--- config.mk ---
export PLATFORM = sky130hd
export DESIGN_NAME = uart_tx
export DESIGN_NICKNAME = d
export VERILOG_FILES = /design/src/rtl/uart_tx_pkg.sv /design/src/rtl/uart_tx_fifo.sv /design/src/rtl/uart_tx.sv
export SDC_FILE = /design/constraint.sdc
export NUM_CORES = 1
export LEC_CHECK = 0
export ABC_AREA = 1
export CORE_UTILIZATION = 40
export CTS_BUF_LIST = sky130_fd_sc_hd__clkbuf_2 sky130_fd_sc_hd__clkbuf_4 sky130_fd_sc_hd__clkbuf_8
export DETAILED_ROUTE_END_ITERATION = 8
export DONT_BUFFER_PORTS = 1
export SLEW_MARGIN = 20
export SYNTH_ARGS = -nofsm -noshare
export SYNTH_HDL_FRONTEND = slang
export SYNTH_SLANG_ARGS = --single-unit
--- constraint.sdc ---
create_clock -name clk_i -period 2.5 [get_ports clk_i]
set_input_delay 0.625 -clock clk_i [delete_from_list [all_inputs] [get_ports clk_i]]
set_output_delay 0.625 -clock clk_i [all_outputs]
set_load 0.02 [all_outputs]
--- src/rtl/uart_tx_pkg.sv ---
// Shared UART transmitter constants: FSM encodings, register map offsets,
// status bit positions and a status-word packing helper for the load path.
package uart_tx_pkg;

  // State encodings, kept numerically stable for the memory controller and debug tools
  localparam logic [1:0] UART_STATE_IDLE  = 2'd0;
  localparam logic [1:0] UART_STATE_START = 2'd1;
  localparam logic [1:0] UART_STATE_DATA  = 2'd2;
  localparam logic [1:0] UART_STATE_STOP  = 2'd3;

  typedef enum logic [1:0] {
    ST_IDLE  = UART_STATE_IDLE,
    ST_START = UART_STATE_START,
    ST_DATA  = UART_STATE_DATA,
    ST_STOP  = UART_STATE_STOP
  } uart_state_e;

  // Address offsets within the UART output-peripheral window
  localparam logic [7:0] UART_DATA_ADDR_OFFSET   = 8'h00;
  localparam logic [7:0] UART_STATUS_ADDR_OFFSET = 8'h04;

  // Status word bit positions
  localparam int UART_STAT_FULL_BIT     = 0;
  localparam int UART_STAT_EMPTY_BIT    = 1;
  localparam int UART_STAT_OVERFLOW_BIT = 2;
  localparam int UART_STAT_BUSY_BIT     = 3;

  localparam int UART_DATA_BITS = 8;

  // Assemble the status word returned to loads from the status address
  function automatic logic [3:0] uart_status_pack(input logic full,
                                                  input logic empty,
                                                  input logic overflow,
                                                  input logic busy);
    logic [3:0] s;
    s = '0;
    s[UART_STAT_FULL_BIT]     = full;
    s[UART_STAT_EMPTY_BIT]    = empty;
    s[UART_STAT_OVERFLOW_BIT] = overflow;
    s[UART_STAT_BUSY_BIT]     = busy;
    return s;
  endfunction

endpackage

--- src/rtl/uart_tx_fifo.sv ---
// byte_fifo: circular byte buffer with wrapping pointers and a separate count.
// Push is accepted only when not full (full taken from the registered count);
// a push while full is dropped and reported on drop_o for that cycle, even if
// a pop happens in the same cycle. Pop is ignored when empty.
module byte_fifo #(
  parameter int DEPTH = 8
) (
  input  logic                     clk_i,
  input  logic                     rst_i,
  input  logic                     push_i,
  input  logic [7:0]               wdata_i,
  input  logic                     pop_i,
  output logic [7:0]               rdata_o,
  output logic                     full_o,
  output logic                     empty_o,
  output logic                     drop_o,
  output logic [$clog2(DEPTH):0]   count_o
);
  import uart_tx_pkg::*;

  localparam int PW = $clog2(DEPTH);
  localparam int CW = PW + 1;
  localparam logic [CW-1:0] COUNT_ONE  = CW'(1);
  localparam logic [CW-1:0] COUNT_FULL = CW'(DEPTH);
  localparam logic [PW-1:0] PTR_ONE    = PW'(1);

  logic [7:0]    mem_q [DEPTH];
  logic [PW-1:0] wr_ptr_q, wr_ptr_d;
  logic [PW-1:0] rd_ptr_q, rd_ptr_d;
  logic [CW-1:0] count_q, count_d;
  logic          push_ok;
  logic          pop_ok;

  assign full_o  = (count_q == COUNT_FULL);
  assign empty_o = (count_q == '0);
  assign count_o = count_q;
  assign rdata_o = mem_q[rd_ptr_q];

  assign push_ok = push_i && !full_o;
  assign pop_ok  = pop_i && !empty_o;
  assign drop_o  = push_i && full_o;

  // Next pointer and occupancy values from the accepted push/pop pair
  always_comb begin
    wr_ptr_d = wr_ptr_q;
    rd_ptr_d = rd_ptr_q;
    count_d  = count_q;
    if (push_ok) begin
      wr_ptr_d = wr_ptr_q + PTR_ONE;
    end
    if (pop_ok) begin
      rd_ptr_d = rd_ptr_q + PTR_ONE;
    end
    case ({push_ok, pop_ok})
      2'b10:   count_d = count_q + COUNT_ONE;
      2'b01:   count_d = count_q - COUNT_ONE;
      default: count_d = count_q;
    endcase
  end

  // Pointer and count registers; reset flushes the buffer
  always_ff @(posedge clk_i) begin
    if (rst_i) begin
      wr_ptr_q <= '0;
      rd_ptr_q <= '0;
      count_q  <= '0;
    end else begin
      wr_ptr_q <= wr_ptr_d;
      rd_ptr_q <= rd_ptr_d;
      count_q  <= count_d;
    end
  end

  // Storage array; contents are don't-care until written, so no reset
  always_ff @(posedge clk_i) begin
    if (push_ok) begin
      mem_q[wr_ptr_q] <= wdata_i;
    end
  end

endmodule

--- src/rtl/uart_tx.sv ---
// uart_tx: memory-mapped 8N1 serial transmitter. Stores to the data address
// arrive as write_enable_i pulses and queue bytes in byte_fifo; a bit-timing
// FSM drains the queue LSB first onto a registered tx line.
//
// Write interface: write_enable_i is a one-cycle push request with no ready
// return. A request is accepted on the edge where it is high and full_o is
// low; when full_o is high the byte is dropped and overflow_o becomes set
// (sticky until reset). Software is expected to poll full_o via the status
// address before storing.
module uart_tx #(
  parameter int CLOCKS_PER_BIT = 234,
  parameter int FIFO_DEPTH     = 8
) (
  input  logic                          clk_i,
  input  logic                          rst_i,
  input  logic                          write_enable_i,
  input  logic [7:0]                    write_data_i,
  output logic                          tx_o,
  output logic                          busy_o,
  output logic                          full_o,
  output logic                          empty_o,
  output logic                          overflow_o,
  output logic [$clog2(FIFO_DEPTH):0]   count_o,
  output uart_tx_pkg::uart_state_e      state_o
);
  import uart_tx_pkg::*;

  localparam int BCW = (CLOCKS_PER_BIT > 1) ? $clog2(CLOCKS_PER_BIT) : 1;
  localparam logic [BCW-1:0] BIT_LAST = BCW'(CLOCKS_PER_BIT - 1);
  localparam logic [BCW-1:0] BIT_ONE  = BCW'(1);
  localparam logic [2:0]     IDX_LAST = 3'(UART_DATA_BITS - 1);

  uart_state_e   state_q, state_d;
  logic [BCW-1:0] bit_cnt_q, bit_cnt_d;
  logic [2:0]    bit_idx_q, bit_idx_d;
  logic [7:0]    shift_q, shift_d;
  logic          tx_q, tx_d;
  logic          overflow_q, overflow_d;

  logic          fifo_pop;
  logic [7:0]    fifo_rdata;
  logic          fifo_full;
  logic          fifo_empty;
  logic          fifo_drop;
  logic          bit_done;

  byte_fifo #(
    .DEPTH (FIFO_DEPTH)
  ) u_fifo (
    .clk_i   (clk_i),
    .rst_i   (rst_i),
    .push_i  (write_enable_i),
    .wdata_i (write_data_i),
    .pop_i   (fifo_pop),
    .rdata_o (fifo_rdata),
    .full_o  (fifo_full),
    .empty_o (fifo_empty),
    .drop_o  (fifo_drop),
    .count_o (count_o)
  );

  assign bit_done = (bit_cnt_q == BIT_LAST);

  // Frame sequencing: bit timing, shift register, FIFO pop and next tx level
  always_comb begin
    state_d   = state_q;
    bit_cnt_d = bit_cnt_q;
    bit_idx_d = bit_idx_q;
    shift_d   = shift_q;
    fifo_pop  = 1'b0;
    tx_d      = 1'b1;

    case (state_q)
      ST_IDLE: begin
        if (!fifo_empty) begin
          fifo_pop  = 1'b1;
          shift_d   = fifo_rdata;
          bit_cnt_d = '0;
          bit_idx_d = '0;
          state_d   = ST_START;
        end
      end
      ST_START: begin
        if (bit_done) begin
          bit_cnt_d = '0;
          state_d   = ST_DATA;
        end else begin
          bit_cnt_d = bit_cnt_q + BIT_ONE;
        end
      end
      ST_DATA: begin
        if (bit_done) begin
          bit_cnt_d = '0;
          shift_d   = {1'b0, shift_q[7:1]};
          bit_idx_d = bit_idx_q + 3'd1;
          if (bit_idx_q == IDX_LAST) begin
            state_d = ST_STOP;
          end
        end else begin
          bit_cnt_d = bit_cnt_q + BIT_ONE;
        end
      end
      ST_STOP: begin
        if (bit_done) begin
          bit_cnt_d = '0;
          state_d   = ST_IDLE;
        end else begin
          bit_cnt_d = bit_cnt_q + BIT_ONE;
        end
      end
      default: begin
        state_d = ST_IDLE;
      end
    endcase

    // tx follows the state being entered so the line is driven from a flop
    case (state_d)
      ST_START: tx_d = 1'b0;
      ST_DATA:  tx_d = shift_d[0];
      default:  tx_d = 1'b1;
    endcase
  end

  // Sticky overflow: any dropped write sets it until reset
  always_comb begin
    overflow_d = overflow_q | fifo_drop;
  end

  // FSM, datapath and line registers
  always_ff @(posedge clk_i) begin
    if (rst_i) begin
      state_q    <= ST_IDLE;
      bit_cnt_q  <= '0;
      bit_idx_q  <= '0;
      shift_q    <= '0;
      tx_q       <= 1'b1;
      overflow_q <= 1'b0;
    end else begin
      state_q    <= state_d;
      bit_cnt_q  <= bit_cnt_d;
      bit_idx_q  <= bit_idx_d;
      shift_q    <= shift_d;
      tx_q       <= tx_d;
      overflow_q <= overflow_d;
    end
  end

  assign tx_o       = tx_q;
  assign busy_o     = (state_q != ST_IDLE);
  assign full_o     = fifo_full;
  assign empty_o    = fifo_empty;
  assign overflow_o = overflow_q;
  assign state_o    = state_q;

endmodule

==> results of run 1 <==
## worst max-delay path, stage by stage (launching register included)
cell and delay, ns:
dfxtp_1 0.49, nand3_1 0.14, nand2_1 0.24, ha_1 0.27, xor2_1 0.26, ha_1 0.20, a21oi_1 0.05, xnor2_1 0.14
o21ai_0 0.18, inv_1 0.05
## logic make-up after synthesis
| family | synth area share |
|---|---|
| AO/OA/AOI/OAI | 0.116 |
| XOR/XNOR | 0.0122 |
| adder cells (fa/ha/maj) | 0.0261 |
| buffers and inverters | 0.0623 |
| flip-flops | 0.612 |
| AND/OR/NAND/NOR | 0.172 |
## sequential cells by signal, summed over array words and instances (netlist names), named ones only
name             cells
state_o              2
overflow_o           1
tx_o                 1
u_fifo.count_o       4
u_fifo.mem_q        64
u_fifo.wr_ptr_q      3
shift_q              8
u_fifo.rd_ptr_q      3
bit_cnt_q            8
bit_idx_q            3
## final timing paths
check,endpoint,slack [ns],cells past startpoint
setup / recovery,u_fifo.count_o[2],0.38,9
hold / removal,shift_q[1],0.32,1
setup reg to reg,u_fifo.count_o[2],0.38,9
hold reg to reg,shift_q[7],0.46,2
## placed cells by master, fill, tap and decap left out
master and count:
nor2_1 66, edfxtp_1 64, nand2_1 59, inv_1 42, dfxtp_1 36, a21oi_1 26, nand3_1 22, o21ai_1 22
o21ai_0 21, buf_4 15, o211ai_1 13, ha_1 9, clkbuf_8 9, inv_2 7, nand2_2 7, o22ai_1 5
nor2_2 4, xor2_1 4, inv_8 4, nor2_4 3, nand4_1 3, clkinv_1 2, xnor2_1 2, clkinvlp_4 2
nand3_4 1, or2_1 1, o21ai_2 1, o31ai_1 1, nand3b_1 1, and3_1 1, a21oi_2 1, nor3_1 1
## routing by layer
metal  track usage  share of wire
met1         0.209           0.44
met2         0.284           0.50
met3        0.0423          0.050
met4        0.0714          0.016
met5             0              0
## cell type report
class                           count  area (um2)  area share
Clock inverter                      7        63.8      0.0136
Timing Repair Buffer               15         113      0.0239
Clock buffer                        9         124      0.0263
Multi-Input combinational cell    274        1410       0.299
Inverter                           50         188      0.0399
Tap cell                          136         170      0.0361
Sequential cell                   100        2640       0.561
## where the power goes
group	leakage, nW	internal, mW	switching (mW)	total (mW)
Combinational	0.761	0.510	1.04	1.55
Sequential	0.876	1.98	0.174	2.16
Clock	0.0908	0.386	0.598	0.984
Total	1.73	2.88	1.81	4.69
==> results.toml, run 1 <==
[run_status]
status = "finished, final reports clean"

[synth]
syn_area_um2 = 4320
synthTopCellsByCount = "nor2_1, edfxtp_1, nand2_1"
syn_inst = 439
synth_seq_cells = 100
synthArstFlopShare = 0
synth.most_common_cell = "nor2_1"
synth_ff_type = "edfxtp_1"
syn_area_per_cell_um2 = 9.84
synthDominantCellAreaShare = 0.445
synthTopCellsByArea = "edfxtp_1, dfxtp_1, nor2_1, nand2_1, inv_1"
yosysWarningCount = 0
ys_types = 33
yosys.area.top_type = "edfxtp_1"
yosysSeqAreaShare = 0.612
synth_edf_count = 64
syn_nets = 459

[global_route]
grt_pass1_wl_mm = 14.2
antenna_found_initial = 0
grt_pass1_vias = 2893
grt_usage = 0.170
grt-ovfl-total = 0
grt_max_degree = 33

[floorplanning]
die_y_um = 106
die_width_um = 106
die_area_um2 = 11200
ios = 22
core_um2 = 10400
floorplan.initialDensity = 0.415
rows = 37

[setup_path]
rr_startpoint = "u_fifo.count_o[3]"
worstSetupStartpoint = "u_fifo.count_o[3]"
cp.arrival_ns = 2.39
startpoint_type = "flop"
cp_max_fo = 7
cp.required_ns = 2.76
setup.worst_path.end_class = "flop"
critical_path_class = "reg2reg"

[finish]
fin_nets = 470
areaGrowthSynthToFinish_pct = 9.01
final_core_util = 0.452
nFillCells = 990
layout.cells.non_filler = 591
diodes = 0
drive_gt1_frac = 0.119
design_area_um2 = 4710

[timing]
holdWs_ns = 0.317
grt_setup_unrepaired = "no"
period_minus_slack_ns = 2.12
period_share = 0.850
fin_tns_setup_ns = 0
worstMarginPinSlew_ns = 0.579
drv_slew = 0
fmax_mhz = 471
setup_viol = 0
finalWorstSetupSlack_ns = 0.375
finClkSkew_ns = 0.0101
hold_viol = 0
slew_headroom = 0.613

[power]
power_mw = 4.69
power_density_nw_per_um2 = 996
p_leak_nw = 1.73
peakVddDrop_mv = 0.404

[clock_tree]
cts_resized = 0
cts_buffer_depth = 2
hold_buffers = 0
clock-sinks = 100
cts_tree = "done"
root_buffer = "clkbuf_8"
insertion_delay_ns = 0.37
htreeDepth = 3
postCtsSetupBuffers = 0
cts_inserted_buffers = 9
clkTransAtPathRegs_ns = 0.10

[routing]
wire_per_inst_um = 14.7
first_pass_iters = 4
avgViaCountPerCell = 4.94
ant_nets = 0
drt_iter0_drc = 184
num_vias = 2918
wl_mm = 8.70
drc = 0

[placed_design]
place_ws_ns = 0.395
dp_hpwl_mm = 5.74
port_buffers = 0
place_congestion = 0.789
placed_cells = 575
placed_cell_area_um2 = 4520

[run]
max_cap_violations = 0

[worst_hold_path]
hold_path_class = "in2reg"
hold_start = "rst_i"
Note: power is estimated with default switching activity, not from simulation.
==> run 2: changes to the inputs <==
==> constraint.sdc (replaced) <==
create_clock -name clk_i -period 2.07 [get_ports clk_i]
set_input_delay 0.5175 -clock clk_i [delete_from_list [all_inputs] [get_ports clk_i]]
set_output_delay 0.5175 -clock clk_i [all_outputs]
set_load 0.02 [all_outputs]
==> results.toml, run 2 (synthesized netlist as in run 1, its figures left out) <==
[timing]
period_share = 0.910
period_minus_slack_ns = 1.88
fmax_mhz = 531
setup_viol = 0
grt_setup_unrepaired = "no"
fin_tns_setup_ns = 0
slew_headroom = 0.665
hold_viol = 0
worstMarginPinSlew_ns = 0.503
finClkSkew_ns = 0.00934
drv_slew = 0

[setup_path]
cp.required_ns = 2.34
ff2ff_path_depth = 10
path_cells = "buf_4 > nand3_1 > nand2_1 > ha_1 > xor2_2 > ha_1 > a21oi_2 > xnor2_1 > o21ai_1 > inv_1"
cp_max_fo = 3
startpoint_type = "flop"
cp.arrival_ns = 2.15
rr_startpoint = "u_fifo.count_o[3]"
cpPeakStageDelay_ns = 0.35
reg2reg_slack_ns = 0.19
reg2reg_to = "u_fifo.count_o[2]"
cp_common_cell = "ha_1"
setup.worst_path.end_class = "flop"
cpMaxStageDelayCell = "dfxtp_1"
critical_path_class = "reg2reg"

[worst_hold_path]
worstHoldEndpoint = "u_fifo.count_o[0]"
hold_start = "rst_i"
hold_path_depth = 1
hold_path_class = "in2reg"

[finish]
drive_gt1_frac = 0.145
final_common_cell = "nor2_1"
final_cell_mix = "nor2_1, edfxtp_1, nand2_1, inv_1, dfxtp_1"
fin_nets = 478
largest_reg_flops = 64
areaGrowthSynthToFinish_pct = 11.0
diodes = 0
top_register = "u_fifo.mem_q"
largestRegisters = "u_fifo.mem_q: 64 flops, bit_cnt_q: 8 flops, shift_q: 8 flops"

[power]
power_density_nw_per_um2 = 1210
p_leak_nw = 1.78
power_mw = 5.79
peakVddDrop_mv = 0.579

[routing]
drc = 0
drt_iter0_drc = 239
num_vias = 2923
first_pass_iters = 4
wire_per_inst_um = 14.4
ant_nets = 0
wl_mm = 8.64
avgViaCountPerCell = 4.88

[run_status]
status = "finished, final reports clean"

[global_route]
grt_pass1_wl_mm = 14.3
grt_usage = 0.168
grt-ovfl-total = 0
grt_max_degree = 33
grt_pass1_vias = 2911
antenna_found_initial = 0

[floorplanning]
ios = 22
die_width_um = 106
rows = 37
core_um2 = 10400
die_area_um2 = 11200
floorplan.initialDensity = 0.415
die_y_um = 106

[run]
max_cap_violations = 0

[placed_design]
dp_hpwl_mm = 5.88
port_buffers = 0
place_congestion = 0.808

[clock_tree]
insertion_delay_ns = 0.37
root_buffer = "clkbuf_8"
clock-sinks = 100
cts_inserted_buffers = 9
cts_tree = "done"
htreeDepth = 3
cts_buffer_depth = 2
clkTransAtPathRegs_ns = 0.10
## run 2: cell count changes in the layout (fill, tap and decap cells not counted), moves of 2 or more
cell     change
buf_4        +8
dfxtp_1      -2
inv_8        -2
inv_6        +2
dfxtp_2      +2
## run 2: timing repair
| action | in CTS | in global routing |
|---|---|---|
| hold buffers | 0 | 0 |
| gates resized for setup | 0 | 6 |
| hold endpoints to repair | 0 | 0 |
| endpoints found under the setup margin | 0 | 2 |
| buffers inserted | 0 | 2 |
## run 2: layout make-up
cell class	count	area (um2)
fillers	983	5620
flip-flops and latches	100	2650
multi-input cells	274	1430
inverters	50	188
repair buffers	23	173
well taps	136	170
clock buffers	9	124
clock inverters	7	67.6
## run 2: stage by stage
| step | std cells | hold slack [ns] | setup WS [ns] | util | instance area, um2 |
|---|---|---|---|---|---|
| final | 599 | 0.202 | 0.187 | 0.460 | 4790 |
| after global routing | 599 | 0.172 | 0.0137 | 0.460 | 4790 |
| after CTS | 597 | 0.175 | 0.0286 | 0.457 | 4760 |
| after detailed placement | 581 | 0.460 | 0.0445 | 0.438 | 4570 |
| after global placement | 581 | 0.458 | 0.226 | 0.438 | 4570 |
| after floorplan | 439 | 0.443 | 0.000599 | - | 4320 |
## run 2: critical path, delay by kind of cell (launching register included)
family / cells / cell delay, ns
compound gates: 2 / 0.22
xor+xnor: 2 / 0.35
fa+ha+maj: 2 / 0.46
buf+inv: 2 / 0.21
flops: 1 / 0.35
simple gates: 2 / 0.19
## run 2: metal layers
| metal | up-vias | wire length (um) | global-route usage |
|---|---|---|---|
| met5 | - | 0 | 0 |
| met4 | 0 | 40 | 0.0595 |
| met3 | 5 | 415 | 0.0478 |
| met2 | 56 | 4340 | 0.282 |
| met1 | 1346 | 3840 | 0.206 |
| li1 | 1516 | - | - |
## run 2: worst max path at each step
stage	start	end	slack, ns	cells past startpoint
floorplan	u_fifo.count_o[1]	u_fifo.count_o[2]	0.0006	12
global placement	u_fifo.count_o[2]	u_fifo.count_o[2]	0.23	11
detailed placement	u_fifo.count_o[2]	u_fifo.count_o[2]	0.04	11
CTS	u_fifo.count_o[2]	u_fifo.count_o[2]	0.03	11
global route	u_fifo.count_o[3]	u_fifo.count_o[2]	0.01	10
finish	u_fifo.count_o[3]	u_fifo.count_o[2]	0.19	10
## run 2: power breakdown
| part | switching [mW] | internal [mW] |
|---|---|---|
| Clock | 0.715 | 0.468 |
| Combinational | 1.34 | 0.709 |
| Sequential | 0.166 | 2.40 |
| Total | 2.22 | 3.58 |
